===== src/rtl/music_note_sequencer.sv =====
// Music memory reader: rewinds, fetches one entry at a time, and holds
// each decoded note on the tone interface for its beat length.
module music_note_sequencer #(
  parameter int DATA_WIDTH     = 8,
  parameter int NOTE_WIDTH     = 5,
  parameter int MAX_DEPTH_BIT  = 8,
  parameter int BEAT_CYCLES    = 25000000,
  parameter int GAP_CYCLES     = 2500000,
  parameter int TIMEOUT_CYCLES = 16
) (
  input  logic                     clk,
  input  logic                     rst,
  input  logic                     start,
  input  logic                     pause,
  input  logic                     stop,
  output logic                     mem_read_en,
  output logic                     mem_read_rst,
  input  logic [DATA_WIDTH-1:0]    mem_data,
  input  logic                     mem_output_ready,
  input  logic [MAX_DEPTH_BIT-1:0] mem_duration,
  output logic [NOTE_WIDTH-1:0]    note_out,
  output logic                     note_valid,
  output logic [MAX_DEPTH_BIT-1:0] note_index,
  output logic                     busy,
  output logic                     done,
  output logic                     error
);

  localparam int LEN_WIDTH = DATA_WIDTH - NOTE_WIDTH;
  localparam logic [NOTE_WIDTH-1:0] END_MARK = '1;

  typedef enum logic [2:0] {
    S_IDLE, S_REWIND, S_FETCH, S_WAIT, S_PLAY, S_GAP, S_DONE
  } state_t;

  state_t state, state_nx;

  logic [31:0]              cnt;
  logic [31:0]              play_len;
  logic [LEN_WIDTH-1:0]     len;
  logic [NOTE_WIDTH-1:0]    mem_note;
  logic [LEN_WIDTH-1:0]     mem_len;
  logic [MAX_DEPTH_BIT-1:0] idx_next;
  logic play_last, gap_last, wait_last;
  logic counting, held;

  assign mem_note  = mem_data[DATA_WIDTH-1 -: NOTE_WIDTH];
  assign mem_len   = mem_data[LEN_WIDTH-1:0];
  assign idx_next  = note_index + MAX_DEPTH_BIT'(1);
  assign play_len  = (32'(len) + 32'd1) * 32'(BEAT_CYCLES);
  assign play_last = (cnt == play_len - 32'd1);
  assign gap_last  = (cnt == 32'(GAP_CYCLES) - 32'd1);
  assign wait_last = (cnt == 32'(TIMEOUT_CYCLES) - 32'd1);
  assign counting  = (state == S_WAIT) || (state == S_PLAY) ||
                     (state == S_GAP);
  assign held      = pause && ((state == S_PLAY) || (state == S_GAP));

  always_comb begin
    state_nx = state;
    if (stop) begin
      state_nx = S_IDLE;
    end else begin
      case (state)
        S_IDLE:   if (start) state_nx = S_REWIND;
        S_REWIND: state_nx = (mem_duration == '0) ? S_DONE : S_FETCH;
        S_FETCH:  state_nx = S_WAIT;
        S_WAIT: begin
          if (mem_output_ready)
            state_nx = (mem_note == END_MARK) ? S_DONE : S_PLAY;
          else if (wait_last)
            state_nx = S_DONE;
        end
        S_PLAY: begin
          if (!pause && play_last) begin
            if (idx_next == mem_duration) state_nx = S_DONE;
            else if (GAP_CYCLES == 0)     state_nx = S_FETCH;
            else                          state_nx = S_GAP;
          end
        end
        S_GAP:    if (!pause && gap_last) state_nx = S_FETCH;
        S_DONE:   state_nx = S_IDLE;
        default:  state_nx = S_IDLE;
      endcase
    end
  end

  always_ff @(posedge clk) begin
    if (rst) begin
      state      <= S_IDLE;
      cnt        <= '0;
      len        <= '0;
      note_out   <= '0;
      note_index <= '0;
      error      <= 1'b0;
    end else begin
      state <= state_nx;
      if (state_nx != state)     cnt <= '0;
      else if (counting && !held) cnt <= cnt + 32'd1;
      if (state == S_IDLE && start && !stop) begin
        note_index <= '0;
        error      <= 1'b0;
      end
      if (state == S_WAIT && mem_output_ready && !stop) begin
        note_out <= mem_note;
        len      <= mem_len;
      end
      if (state == S_WAIT && !mem_output_ready && wait_last && !stop)
        error <= 1'b1;
      if (state == S_PLAY && !pause && play_last && !stop)
        note_index <= idx_next;
      // tone code is dropped whenever the song ends or is aborted
      if (state_nx == S_DONE || state_nx == S_IDLE)
        note_out <= '0;
    end
  end

  assign note_valid   = (state == S_PLAY) && !pause && (note_out != '0);
  assign mem_read_rst = (state == S_REWIND);
  assign mem_read_en  = (state == S_FETCH);
  assign busy         = (state != S_IDLE);
  assign done         = (state == S_DONE);

endmodule

===== config.mk =====
export PLATFORM = sky130hd
export DESIGN_NAME = music_note_sequencer
export DESIGN_NICKNAME = d
export VERILOG_FILES = /design/src/rtl/music_note_sequencer.sv
export SDC_FILE = /design/constraint.sdc
export NUM_CORES = 1
export LEC_CHECK = 0
export ABC_AREA = 0
export CORE_MARGIN = 3
export CORE_UTILIZATION = 54
export CTS_CLUSTER_SIZE = 25
export DETAILED_ROUTE_END_ITERATION = 12
export PLACE_DENSITY = 0.78
export SLEW_MARGIN = 25
export SYNTH_ARGS = -nofsm -noshare
export SYNTH_HDL_FRONTEND = slang
export SYNTH_SLANG_ARGS = --single-unit

===== constraint.sdc =====
create_clock -name clk -period 6 [get_ports clk]
set_clock_uncertainty 0.2 [all_clocks]
set_input_delay 1.8 -clock clk [delete_from_list [all_inputs] [get_ports clk]]
set_output_delay 1.8 -clock clk [all_outputs]
set_load 0.01 [all_outputs]

# ---- Word-level counts from Yosys, hierarchy flattened
# Index checks and enable logic that the tools add are counted.
dict set report classes {
  addsub 4
  mul 1
  div 0
  n_lt_le_gt_ge 0
  n_eq_ne 13
  shifts 0
  mux 14
  bitwise 0
  n_reduce_logical 32
}
# operator count
set op_table {}
lappend op_table {{adder 32 x 1 -> 32 bit (second input constant)} 1}
lappend op_table {{== test 32 x 22 -> 1 bit (second input constant)} 1}
lappend op_table {{== test 32 bit} 1}
lappend op_table {{== test 32 x 4 -> 1 bit (second input constant)} 1}
lappend op_table {{subtractor 29 x 1 -> 30 bit (second input constant)} 1}
lappend op_table {{multiplier 4 x 19 -> 23 bit (second input constant)} 1}
lappend op_table {{2-to-1 mux 3 bit} 7}
lappend op_table {{one-hot mux 3 bit (6 select lines)} 1}
lappend op_table {{2-to-1 mux 8 bit} 2}
lappend op_table {{logical AND 1 bit} 15}
lappend op_table {{== test 3 bit (second input constant)} 4}
lappend op_table {{adder 8 x 1 -> 8 bit (second input constant)} 1}
lappend op_table {{== test 8 bit} 1}
lappend op_table {{logical NOT 8 bit} 1}
lappend op_table {{== test 3 x 2 -> 1 bit (second input constant)} 2}
lappend op_table {{logical NOT 3 bit} 2}
lappend op_table {{== test 5 bit (second input constant)} 1}
lappend op_table {{nonzero test 5 bit} 1}
lappend op_table {{adder 3 x 1 -> 4 bit (second input constant)} 1}
lappend op_table {{logical NOT 1 bit} 4}
lappend op_table {{logical OR 1 bit} 4}
lappend op_table {{2-to-1 mux 2 bit} 2}
lappend op_table {{nonzero test 2 bit} 2}
lappend op_table {{OR reduction 2 bit} 2}
lappend op_table {{4 further kinds} 5}
dict set report totals {
  register_bits 52
  latch_bits 0
  ramBits 0
  romBits 0
  inputBits 22
  output_inout_bits 19
  word_cells 70
  memories 0
}

# ---- Depth between registers and ports, before layout
dict set report logic_depth {
  ltp_word 11
  depth_mapped 22
  ltp_nobuf 19
}

# ---- Worst setup path before layout
# No wires, ideal clock.
dict set report synth_timing {
  kind {register to register}
  from {register len[0]}
  to {register cnt[22]}
  setup_time_ns 0.063
  t_arrival_ns 5.670
  t_required_ns 5.737
  setup_slack_ns 0.066
  path_stages_with_launch 22
  path_buffers 2
  period_less_slack_ns 5.934
  cell_sequence {dfxtp_1 inv_1 ha_1 inv_1 fa_1 xor2_1 ha_1 a21o_1 ha_1 or2_1 a31oi_2 mux2_2 and3b_1 nand4_1 a31o_2 o211a_1 o2111ai_2 a21oi_2 or4_4 buf_6 buf_12 nor2_4}
}
dict set report synth_between {
  elab_chain_cells 10
}
# item line_no
set synth_rtl {}
lappend synth_rtl {{from (decl)} 40} ;# logic [LEN_WIDTH-1:0] len;
lappend synth_rtl {{from (signal assigned)} 105} ;# len <= mem_len;
lappend synth_rtl {{adder 3 x 1 -> 4 bit} 50} ;# assign play_len = (32'(len) + 32'd1) * 32'(BEAT_CYCLES);
lappend synth_rtl {{multiplier 4 x 19 -> 23 bit} 50}
lappend synth_rtl {{subtractor 29 x 1 -> 30 bit} 51} ;# assign play_last = (cnt == play_len - 32'd1);
lappend synth_rtl {{== test 32 bit} 51}
lappend synth_rtl {{logical AND 1 bit} 74} ;# if (!pause && play_last) begin
lappend synth_rtl {{2-to-1 mux 3 bit} 74}
lappend synth_rtl {{one-hot mux 3 bit (6 select lines)} 63} ;# case (state)
lappend synth_rtl {{2-to-1 mux 3 bit} 60} ;# if (stop) begin
lappend synth_rtl {{inequality test 3 bit} 97} ;# if (state_nx != state) cnt <= '0;
lappend synth_rtl {{OR reduction 2 bit (no line)} n/a}
lappend synth_rtl {{to (signal assigned)} 98} ;# else if (counting && !held) cnt <= cnt + 32'd1;
lappend synth_rtl {{to (decl)} 38} ;# logic [31:0] cnt;
# Every way passes these cells.
# A chain may end at the register's enable or synchronous reset.

# ---- Worst setup path in the final report
dict set report layout_timing {
  from {register len[0]}
  to {register note_index[6]}
}
dict set report layout_between {
  elab_chain_cells 7
  elab_cells_between_ends 8
  classes_between {2 x add/sub; 1 x mul; 1 x eq/ne; 1 x mux; 3 x reduce/logical}
}
# item line_no
set layout_rtl {}
lappend layout_rtl {{adder 3 x 1 -> 4 bit *} 50}
lappend layout_rtl {{multiplier 4 x 19 -> 23 bit *} 50}
lappend layout_rtl {{subtractor 29 x 1 -> 30 bit *} 51}
lappend layout_rtl {{== test 32 bit *} 51}
lappend layout_rtl {{logical AND 1 bit * (2 in series)} 109} ;# if (state == S_PLAY && !pause && play_last && !stop)
lappend layout_rtl {{2-to-1 mux 8 bit or nonzero test 2 bit (tied branches)} n/a}
lappend layout_rtl {{to (signal assigned)} 110} ;# note_index <= idx_next;
lappend layout_rtl {{to (decl)} 23} ;# output logic [MAX_DEPTH_BIT-1:0] note_index,
# Mark *: on every way between the ends. The rest lies on a longest branch, timed or not.

==> reports/results.ini <==
[outcome]
status=finished clean

[clock_tree]
cts_hold_buffers=0
cts_tree=built
clock_path_buffers=2
cts_made_buffers=5
root_buffer=clkbuf_8
h-tree-depth=2
clock_latency_ns=0.31
clock-sinks=52
clkTransAtPathRegs_ns=0.10

[timing]
hold_viol_final=0
fmax_mhz=170
fin_setup_tns_ns=0
drv_slew=0
max_slew_margin=0.484
worst_slew_pin_slew_ns=0.772
final-setup-viol-count=0
period_share=0.978
period_minus_slack_ns=5.87

[setup_path]
path_cells=ha_2 -> xor2_2 -> inv_2 -> fa_1 -> xor2_1 -> ha_2 -> ha_4 -> a211o_4 -> a31oi_4 -> mux2_2 -> and3b_1 -> nand4_1 -> or4_4 -> a2111oi_4 -> o2111ai_2 -> a211oi_4 -> mux2_2 -> nor2_1
critical_path_required_ns=6.04
worst_ep_arrival_time_ns=5.90
critPathMaxFanout=4
worst_path_largest_cell_delay_ns=0.56
path_class=reg2reg
worst-path-buf-inv=1
path_delay_family=compound AO/OA/AOI/OAI gates
slowest_stage=fa_1
end_kind=flop
critPathLaunchType=flop

[power]
leakage_nw=2.15
power_density_mw_per_mm2=107
p_sw_frac=0.263
switchingPower_mw=0.166
power_frac_clock=0.329
power_frac_seq=0.548
combPwrFrac=0.123
internal_power_mw=0.466
vdd_drop_max_mv=0.156

[floorplanning]
core_area_mm2=0.00885
chipHeight_um=102
num_rows=34
ios=41
initial_core_util=0.565
die-area_mm2=0.0105
die_x_um=102

[detailed_routing]
drtIter0Drc=280
finalWirelength_mm=13.2
avgRoutedWirePerCell_um=17.2
firstDrtPassIters=7
avgViaCountPerCell=6.17
drc_errors=0
vias=4729
antenna_left=0

[synthesis]
syn-num-nets=662
synth-edff-count=0
synthArstFlopShare=0
yosysSeqAreaShare=0.208
synth_top_cells_by_area=dfxtp_1 (21%), xnor2_1 (7.5%), ha_1 (7.0%), xor2_1 (5.8%), nor2_4 (5.4%)
syn_area_per_cell_um2=8.24
synth_top_area_frac=0.208
yosysMostFrequentCell=nand2_1
syn_inst=607
synthFlopType=dfxtp_1
synth_commonest_cells=nand2_1 (56), dfxtp_1 (52), nor2_1 (44), xnor2_1 (43), xor2_1 (33)
synth-seq-cells=52
synth_top_area_cell=dfxtp_1
yosys_warnings=0
synth_cell_types=82
syn-cell-area_mm2=0.00500

[global_routing]
track_usage=0.246
grt_pass1_wl_mm=20.8
grt.met1_usage=0.332
antenna_found_initial=0
top_usage_layer=met2
grt_use_met2=0.420
grt_pass1_vias=4342
grtUsageMet3=0.0355
overflow=0
grt_max_degree=33

[cells_and_area]
drive_gt1_frac=0.176
nets=713
synthToLayoutAreaGrowth_pct=17.9
fin_area_mm2=0.00590
diodes=0

[placed_design]
dpl.hpwl_mm=9.86
place_area_mm2=0.00552
port_buffers=40
finalWeightedCongestion=0.980

[job]
maxCapViolCount=0

[min_path]
hp-class=reg2reg

==> worst reg2reg max path: cells and delay by family (launching register included) <==
family / cells / cell delay, ns
simple gates: 4 / 1.08
flops: 1 / 0.40
compound gates: 5 / 1.51
fa+ha+maj: 4 / 1.40
buf+inv: 1 / 0.10
xor+xnor: 2 / 0.36
mux: 2 / 0.75
==> state kept, by name (all words and copies together), names as in the netlist <==
name,count
cnt,32
note_out,5
error,1
len,3
state,3
note_index,8
==> routing by layer <==
metal	vias up	wire, um	share of wire
li1	2280	-	-
met1	2259	5930	0.45
met2	165	6460	0.49
met3	25	665	0.050
met4	0	172	0.013
met5	-	0	0
==> power groups by stage <==
stage	clock network (mW)	registers, mW	logic [mW]
final	0.208	0.347	0.0779
after CTS	0.210	0.347	0.0661
after floorplan	0	0.354	0.0483
after detailed placement	0	0.355	0.0657
after global placement	0	0.355	0.0644
after global routing	0.227	0.347	0.0832
==> final timing paths <==
path,start,endpoint,slack [ns],cells past startpoint
setup / recovery,len[0],note_index[6],0.13,18
hold / removal,error,error,0.34,2
setup reg to reg,len[0],note_index[6],0.13,18
hold reg to reg,error,error,0.34,2
==> cells in the final DEF, fill, tap and decap left out, types with 4 or more instances in the layout <==
cell type and instances:
nor4_1 11, ha_2 4, and3_1 12, nor2_4 24, clkdlybuf4s50_1 40, buf_4 28, and3b_1 5, nor2_2 6
nor2_1 44, o211ai_1 8, nand3b_1 8, nand2_1 56, nand4_1 16, a21oi_1 19, a21oi_2 4, ha_1 23
inv_1 18, nor3_1 22, nand2b_1 8, or3_1 7, xnor2_1 43, nor3b_1 6, clkbuf_8 5, xor2_1 32
and2_1 5, a21o_1 4, nand3_1 23, nor2b_1 5, o21ai_0 16, o21ai_1 4, dfxtp_1 52, mux2i_1 11
==> kinds of logic (layout without fill, tap and decap cells) <==
logic type | after synthesis | count (layout) | share of synthesized area
simple gates | 276 | 276 | 0.322
compound gates | 107 | 107 | 0.168
xor+xnor | 76 | 76 | 0.133
flops | 52 | 52 | 0.208
buf+inv | 49 | 101 | 0.0503
fa+ha+maj | 33 | 33 | 0.0901
mux | 14 | 14 | 0.0288
==> layout make-up <==
type                    instances  area (um^2)
flip-flops and latches         52         1040
fillers                       728         2950
inverters                      19         71.3
clock inverters                 3         22.5
well taps                     108          135
clock buffers                   5         68.8
multi-input cells             506         3840
repair buffers                 74          719
==> timing repair <==
item                       CTS  global route
pin swaps                    0             9
setup buffers                1             9
resized for setup            2            25
gates cloned                 0             4
setup endpoints to repair   33            46
==> metrics by stage <==
step           hold slack [ns]  setup slack (ns)  utilization  std cells  total power [mW]
2_1_floorplan            0.291            0.0663            -        607             0.402
3_3_place_gp             0.275             0.132        0.624        745             0.419
3_5_place_dp             0.326           -0.0221        0.624        745             0.420
4_1_cts                  0.339            0.0120        0.636        754             0.622
5_1_grt                  0.378           -0.0578        0.666        767             0.657
6_report                 0.339             0.134        0.666        767             0.632
Note: power is estimated with default switching activity, not from simulation.
